$ cat src/rtl/matrix_scan.sv
`timescale 1ns/1ps
`default_nettype none
// ============================================================================
// Module   : matrix_scan
// Brief    : 8x8 LED matrix row scanner with 16-level PWM per column.
// Revision : 1.0 - initial release
// ============================================================================
module matrix_scan #(
    parameter int CLK_DIV      = 64,
    parameter int BLANK_CYCLES = 4
) (
    input  logic        clk,
    input  logic        reset,
    input  logic        enable,
    output logic        rd_en,
    output logic [2:0]  rd_addr,
    input  logic [31:0] rd_data,
    output logic [7:0]  row_sel,
    output logic [7:0]  col_n,
    output logic        frame_start
);

    localparam logic [15:0] c_presc_last = 16'(CLK_DIV - 1);
    localparam logic [7:0]  c_blank_last = 8'(BLANK_CYCLES - 1);
    localparam logic [3:0]  c_slot_last  = 4'd15;

    typedef enum logic [2:0] {
        S_IDLE    = 3'd0,
        S_FETCH   = 3'd1,
        S_LOAD    = 3'd2,
        S_BLANK   = 3'd3,
        S_DISPLAY = 3'd4
    } state_t;

    state_t      r_state;
    state_t      w_state_next;
    logic [2:0]  r_row;
    logic [2:0]  w_row_next;
    logic [3:0]  r_slot;
    logic [3:0]  w_slot_next;
    logic [15:0] r_presc;
    logic [15:0] w_presc_next;
    logic [7:0]  r_blank;
    logic [7:0]  w_blank_next;
    logic [31:0] r_line;
    logic [31:0] w_line_next;
    logic [7:0]  w_lit;

    logic        r_rd_en;
    logic [2:0]  r_rd_addr;
    logic [7:0]  r_row_sel;
    logic [7:0]  r_col_n;
    logic        r_frame_start;

    // State and counter registers
    always_ff @(posedge clk) begin
        if (reset) begin
            r_state <= S_IDLE;
            r_row   <= 3'd0;
            r_slot  <= 4'd0;
            r_presc <= 16'd0;
            r_blank <= 8'd0;
            r_line  <= 32'd0;
        end else begin
            r_state <= w_state_next;
            r_row   <= w_row_next;
            r_slot  <= w_slot_next;
            r_presc <= w_presc_next;
            r_blank <= w_blank_next;
            r_line  <= w_line_next;
        end
    end

    always_comb begin
        w_state_next = r_state;
        w_row_next   = r_row;
        w_slot_next  = r_slot;
        w_presc_next = r_presc;
        w_blank_next = r_blank;
        w_line_next  = r_line;
        if (!enable) begin
            // Dropping enable abandons the current row but keeps the row index
            w_state_next = S_IDLE;
            w_slot_next  = 4'd0;
            w_presc_next = 16'd0;
            w_blank_next = 8'd0;
        end else begin
            case (r_state)
                S_IDLE: begin
                    w_state_next = S_FETCH;
                end
                S_FETCH: begin
                    w_state_next = S_LOAD;
                end
                S_LOAD: begin
                    w_line_next  = rd_data;
                    w_blank_next = 8'd0;
                    w_state_next = S_BLANK;
                end
                S_BLANK: begin
                    if (r_blank == c_blank_last) begin
                        w_blank_next = 8'd0;
                        w_slot_next  = 4'd0;
                        w_presc_next = 16'd0;
                        w_state_next = S_DISPLAY;
                    end else begin
                        w_blank_next = r_blank + 8'd1;
                    end
                end
                S_DISPLAY: begin
                    if (r_presc == c_presc_last) begin
                        w_presc_next = 16'd0;
                        if (r_slot == c_slot_last) begin
                            w_slot_next  = 4'd0;
                            w_row_next   = r_row + 3'd1;
                            w_state_next = S_FETCH;
                        end else begin
                            w_slot_next = r_slot + 4'd1;
                        end
                    end else begin
                        w_presc_next = r_presc + 16'd1;
                    end
                end
                default: begin
                    w_state_next = S_IDLE;
                end
            endcase
        end
    end

    // A column is lit while its brightness exceeds the slot that will be shown
    genvar gi;
    generate
        for (gi = 0; gi < 8; gi++) begin : g_col
            assign w_lit[gi] = (r_line[4*gi +: 4] > w_slot_next);
        end
    endgenerate

    // Outputs are registered from next-state values so they align with r_state
    always_ff @(posedge clk) begin
        if (reset) begin
            r_rd_en       <= 1'b0;
            r_rd_addr     <= 3'd0;
            r_row_sel     <= 8'h00;
            r_col_n       <= 8'hFF;
            r_frame_start <= 1'b0;
        end else begin
            r_rd_en       <= (w_state_next == S_FETCH);
            r_rd_addr     <= w_row_next;
            r_frame_start <= (w_state_next == S_FETCH) && (w_row_next == 3'd0);
            if (w_state_next == S_DISPLAY) begin
                r_row_sel <= 8'd1 << w_row_next;
                r_col_n   <= ~w_lit;
            end else begin
                r_row_sel <= 8'h00;
                r_col_n   <= 8'hFF;
            end
        end
    end

    assign rd_en       = r_rd_en;
    assign rd_addr     = r_rd_addr;
    assign row_sel     = r_row_sel;
    assign col_n       = r_col_n;
    assign frame_start = r_frame_start;

endmodule
`default_nettype wire

$ cat config.mk
export PLATFORM = sky130hd
export DESIGN_NAME = matrix_scan
export DESIGN_NICKNAME = d
export VERILOG_FILES = /design/src/rtl/matrix_scan.sv
export SDC_FILE = /design/constraint.sdc
export NUM_CORES = 1
export LEC_CHECK = 0
export ABC_AREA = 1
export ABC_CLOCK_PERIOD_IN_PS = 2200
export BUFFER_PORTS_ARGS = -buffer_cell sky130_fd_sc_hd__clkbuf_2
export CORE_MARGIN = 2
export CORE_UTILIZATION = 35
export DETAILED_ROUTE_END_ITERATION = 7
export GPL_ROUTABILITY_DRIVEN = 1
export MAX_ROUTING_LAYER = met4
export PLACE_DENSITY = 0.55
export SYNTH_ARGS = -nofsm -noshare
export SYNTH_HDL_FRONTEND = slang
export SYNTH_SLANG_ARGS = --single-unit
$ cat constraint.sdc
create_clock -name clk -period 2.2 [get_ports clk]
set_clock_uncertainty 0.15 [all_clocks]
set_input_delay 0.44 -clock clk [delete_from_list [all_inputs] [get_ports clk]]
set_output_delay 0.44 -clock clk [all_outputs]
set_load 0.02 [all_outputs]
==> impl_metrics.toml <==
[clocking]
htreeDepth = 3
clock_latency_ns = 0.34
cts_hold_buf = 0
cts_tree = "yes"
clock-root-buffer = "clkbuf_16"
cts.sinks = 84
cts.path.max_buffers = 2
clk_pin_slew_ns = 0.07
numCtsBuffers = 9

[floorplanning]
start_util_pct = 36.1
dieWidth_microns = 116
io_pins = 56
die_area_sq_um = 13400
core_sq_um = 12100
die_y_microns = 116
num_rows = 40

[layout]
antenna_cells = 0
instances_no_fill = 867
nets = 765
area_growth_pct = 36.1
drive_gt1_share_pct = 32.0
final_core_util_pct = 49.1

[global_route]
antenna_found_initial = 0
gr-total-overflow = 0
grt_usage_pct = 17.5
grt_max_degree = 65
grt_pass1_vias = 3994
grt_pass1_wl_microns = 17900

[logic_synthesis]
muxShareOfSynthArea_pct = 0
async_reset_ff_share_pct = 0
syn_inst = 579
yosys.area_share.simple_pct = 24.9
ys_types = 36
syn_area_per_cell_sq_um = 7.55
yosysWarnings = 0
synth-seq-cells = 84
syn_nets = 650
syn_area_sq_um = 4370
synth_xor_xnor_area_share_pct = 0.200
synth_top_family_by_area = "simple AND/OR/NAND/NOR gates"
synth_edf_count = 0
synthAdderAreaFrac_pct = 10.3
synth_compound_area_share_pct = 17.2
ys.flop_type = "dfxtp_1"
ys_seq_area_share_pct = 38.5

[routing]
route.detailed.drc = 0
dr_total_vias = 4155
ant_nets = 0
first_iter_violations = 95
via_per_inst = 4.79
wirelength_microns = 10800
post_drt_wl_per_cell_microns = 12.5
dr.pass1.iters = 5

[power]
p_leak_nw = 2.47
power_density_nw_per_um2 = 546
peakVddDrop_mv = 0.372

[critical_path]
path_class = "reg2reg"
critPathMaxStageDelay_ns = 0.36
crit_slowest_cell = "dfxtp_2"
critPathRequiredTime_ns = 2.26
path_cells = "ha_4 -> nand2_4 -> nor2_4 -> nand3_1 -> nor2_2 -> nand3_1 -> nand2_2 -> nand2_8 -> ha_4 -> inv_1 -> nor2_1 -> nor2_1 -> o21ai_1 -> o211ai_1"
crit_path_start_kind = "flop"
end_kind = "flop"
cp_max_fo = 8
cp_data_arrival_time_ns = 2.37

[sta]
tightestPinTransition_ns = 0.357
max_freq_ghz = 0.433
final-hold-violation-count = 0
min_period_ns = 2.31
slew_headroom_pct = 76.2
drv_slew = 0
finalCritPeriodShare_pct = 105
final.setup.worst_slack_ns = -0.109
setup_viol = 8
rsz0062_at_grt = "yes"

[placement]
place_inst = 843
port_buffers = 55
place.gp.congestion = 0.841
hpwlAfterDp_microns = 7780
pre_cts_slack_ns = -0.319

[outcome]
outcome = "finished with violations"
violations = "setup timing"

[run]
cap_violations = 0

[min_path]
hp-class = "in2reg"
## flip-flops by register name, summed over array words and instances (netlist names)
signal,flops
col_n,8
frame_start,1
r_blank,8
r_line,32
r_presc,16
r_slot,4
r_state,3
rd_addr,3
rd_en,1
row_sel,8
## worst max-delay path: cells and delay by family (launching register included)
family,cells,cell delay [ns]
AO/OA/AOI/OAI,2,0.25
flip-flops,1,0.36
buffers and inverters,1,0.04
AND/OR/NAND/NOR,9,0.91
adder cells (fa/ha/maj),2,0.47
## routing by layer
| metal | up-vias | track usage, % | wire length (microns) |
|---|---|---|---|
| met5 | - | - | 0 |
| met2 | 79 | 28.7 | 5180 |
| met4 | 0 | 5.87 | 155 |
| met3 | 10 | 4.81 | 439 |
| met1 | 1897 | 20.7 | 5040 |
| li1 | 2169 | - | - |
## cell families after synthesis
kind of cell             count (synthesis)
AO/OA/AOI/OAI                          138
flip-flops                              84
buffers and inverters                   94
adder cells (fa/ha/maj)                 36
AND/OR/NAND/NOR                        226
XOR/XNOR                                 1
## layout make-up
type	instances	area, sq um
Fill cell	1200	6160
Multi-Input combinational cell	402	2680
Sequential cell	84	1680
Timing Repair Buffer	119	785
Inverter	78	295
Clock buffer	10	229
Tap cell	168	210
Clock inverter	6	71.3
## through the flow
step	hold slack (ns)	area (sq um)	power [mW]	TNS (ns)
final	0.225	5950	3.25	-0.495
after detailed placement	0.295	5230	1.73	-2.05
after CTS	0.214	5770	3.28	-0.379
after global routing	0.217	5950	3.39	-1.70
after global placement	0.288	5230	1.73	-1.11
after floorplan	0.277	4390	1.67	0
## timing repair
item,in CTS,in global routing
endpoints found under the setup margin,8,8
setup buffers,5,2
pin swaps,18,19
gates cloned,1,0
gates resized for setup,36,17
## synth_stat cells, types with 2 or more instances
cell type	n	area, sq um
a2bb2oi_1	3	26.3
a21oi_1	68	340
ha_1	36	450
nand2_1	98	368
nor3_1	3	15.0
buf_2	2	10.0
nand3_2	2	20.0
or2_2	2	12.5
a211oi_1	3	22.5
nand2_4	2	22.5
dfxtp_1	84	1680
nand2_2	12	75.1
nand3_1	32	160
clkinv_2	2	10.0
nor2_4	4	45.0
clkbuf_1	9	33.8
a221oi_1	2	17.5
o211ai_1	11	82.6
o21ai_0	49	245
buf_6	2	22.5
nand4_1	12	75.1
inv_1	71	267
inv_2	4	15.0
nor2_1	42	158
nor2_2	13	81.3
## cells in the final DEF (no fill, tap or decap), drive strengths merged, types with 4 or more instances in the layout
cell / instances
dfxtp: 84
inv: 77
buf: 64
ha: 36
nand3: 36
clkinv: 4
nand4: 13
o211ai: 11
clkbuf: 65
a21oi: 68
o21ai: 49
nor2: 60
nand2: 112
## report_power, final
group	switching, mW	internal, mW
Combinational	0.0933	0.0766
Clock	0.642	0.890
Sequential	0.0111	1.54
Total	0.746	2.50
## worst paths after layout
kind                    start          to  slack, ns  cells after the start
setup / recovery   r_presc[0]    col_n[7]      -0.11                     14
setup reg to reg   r_presc[0]    col_n[7]      -0.11                     14
hold reg to reg     r_line[6]   r_line[6]       0.31                      2
hold / removal    rd_data[11]  r_line[11]       0.22                      3
Note: power is estimated with default switching activity, not from simulation.
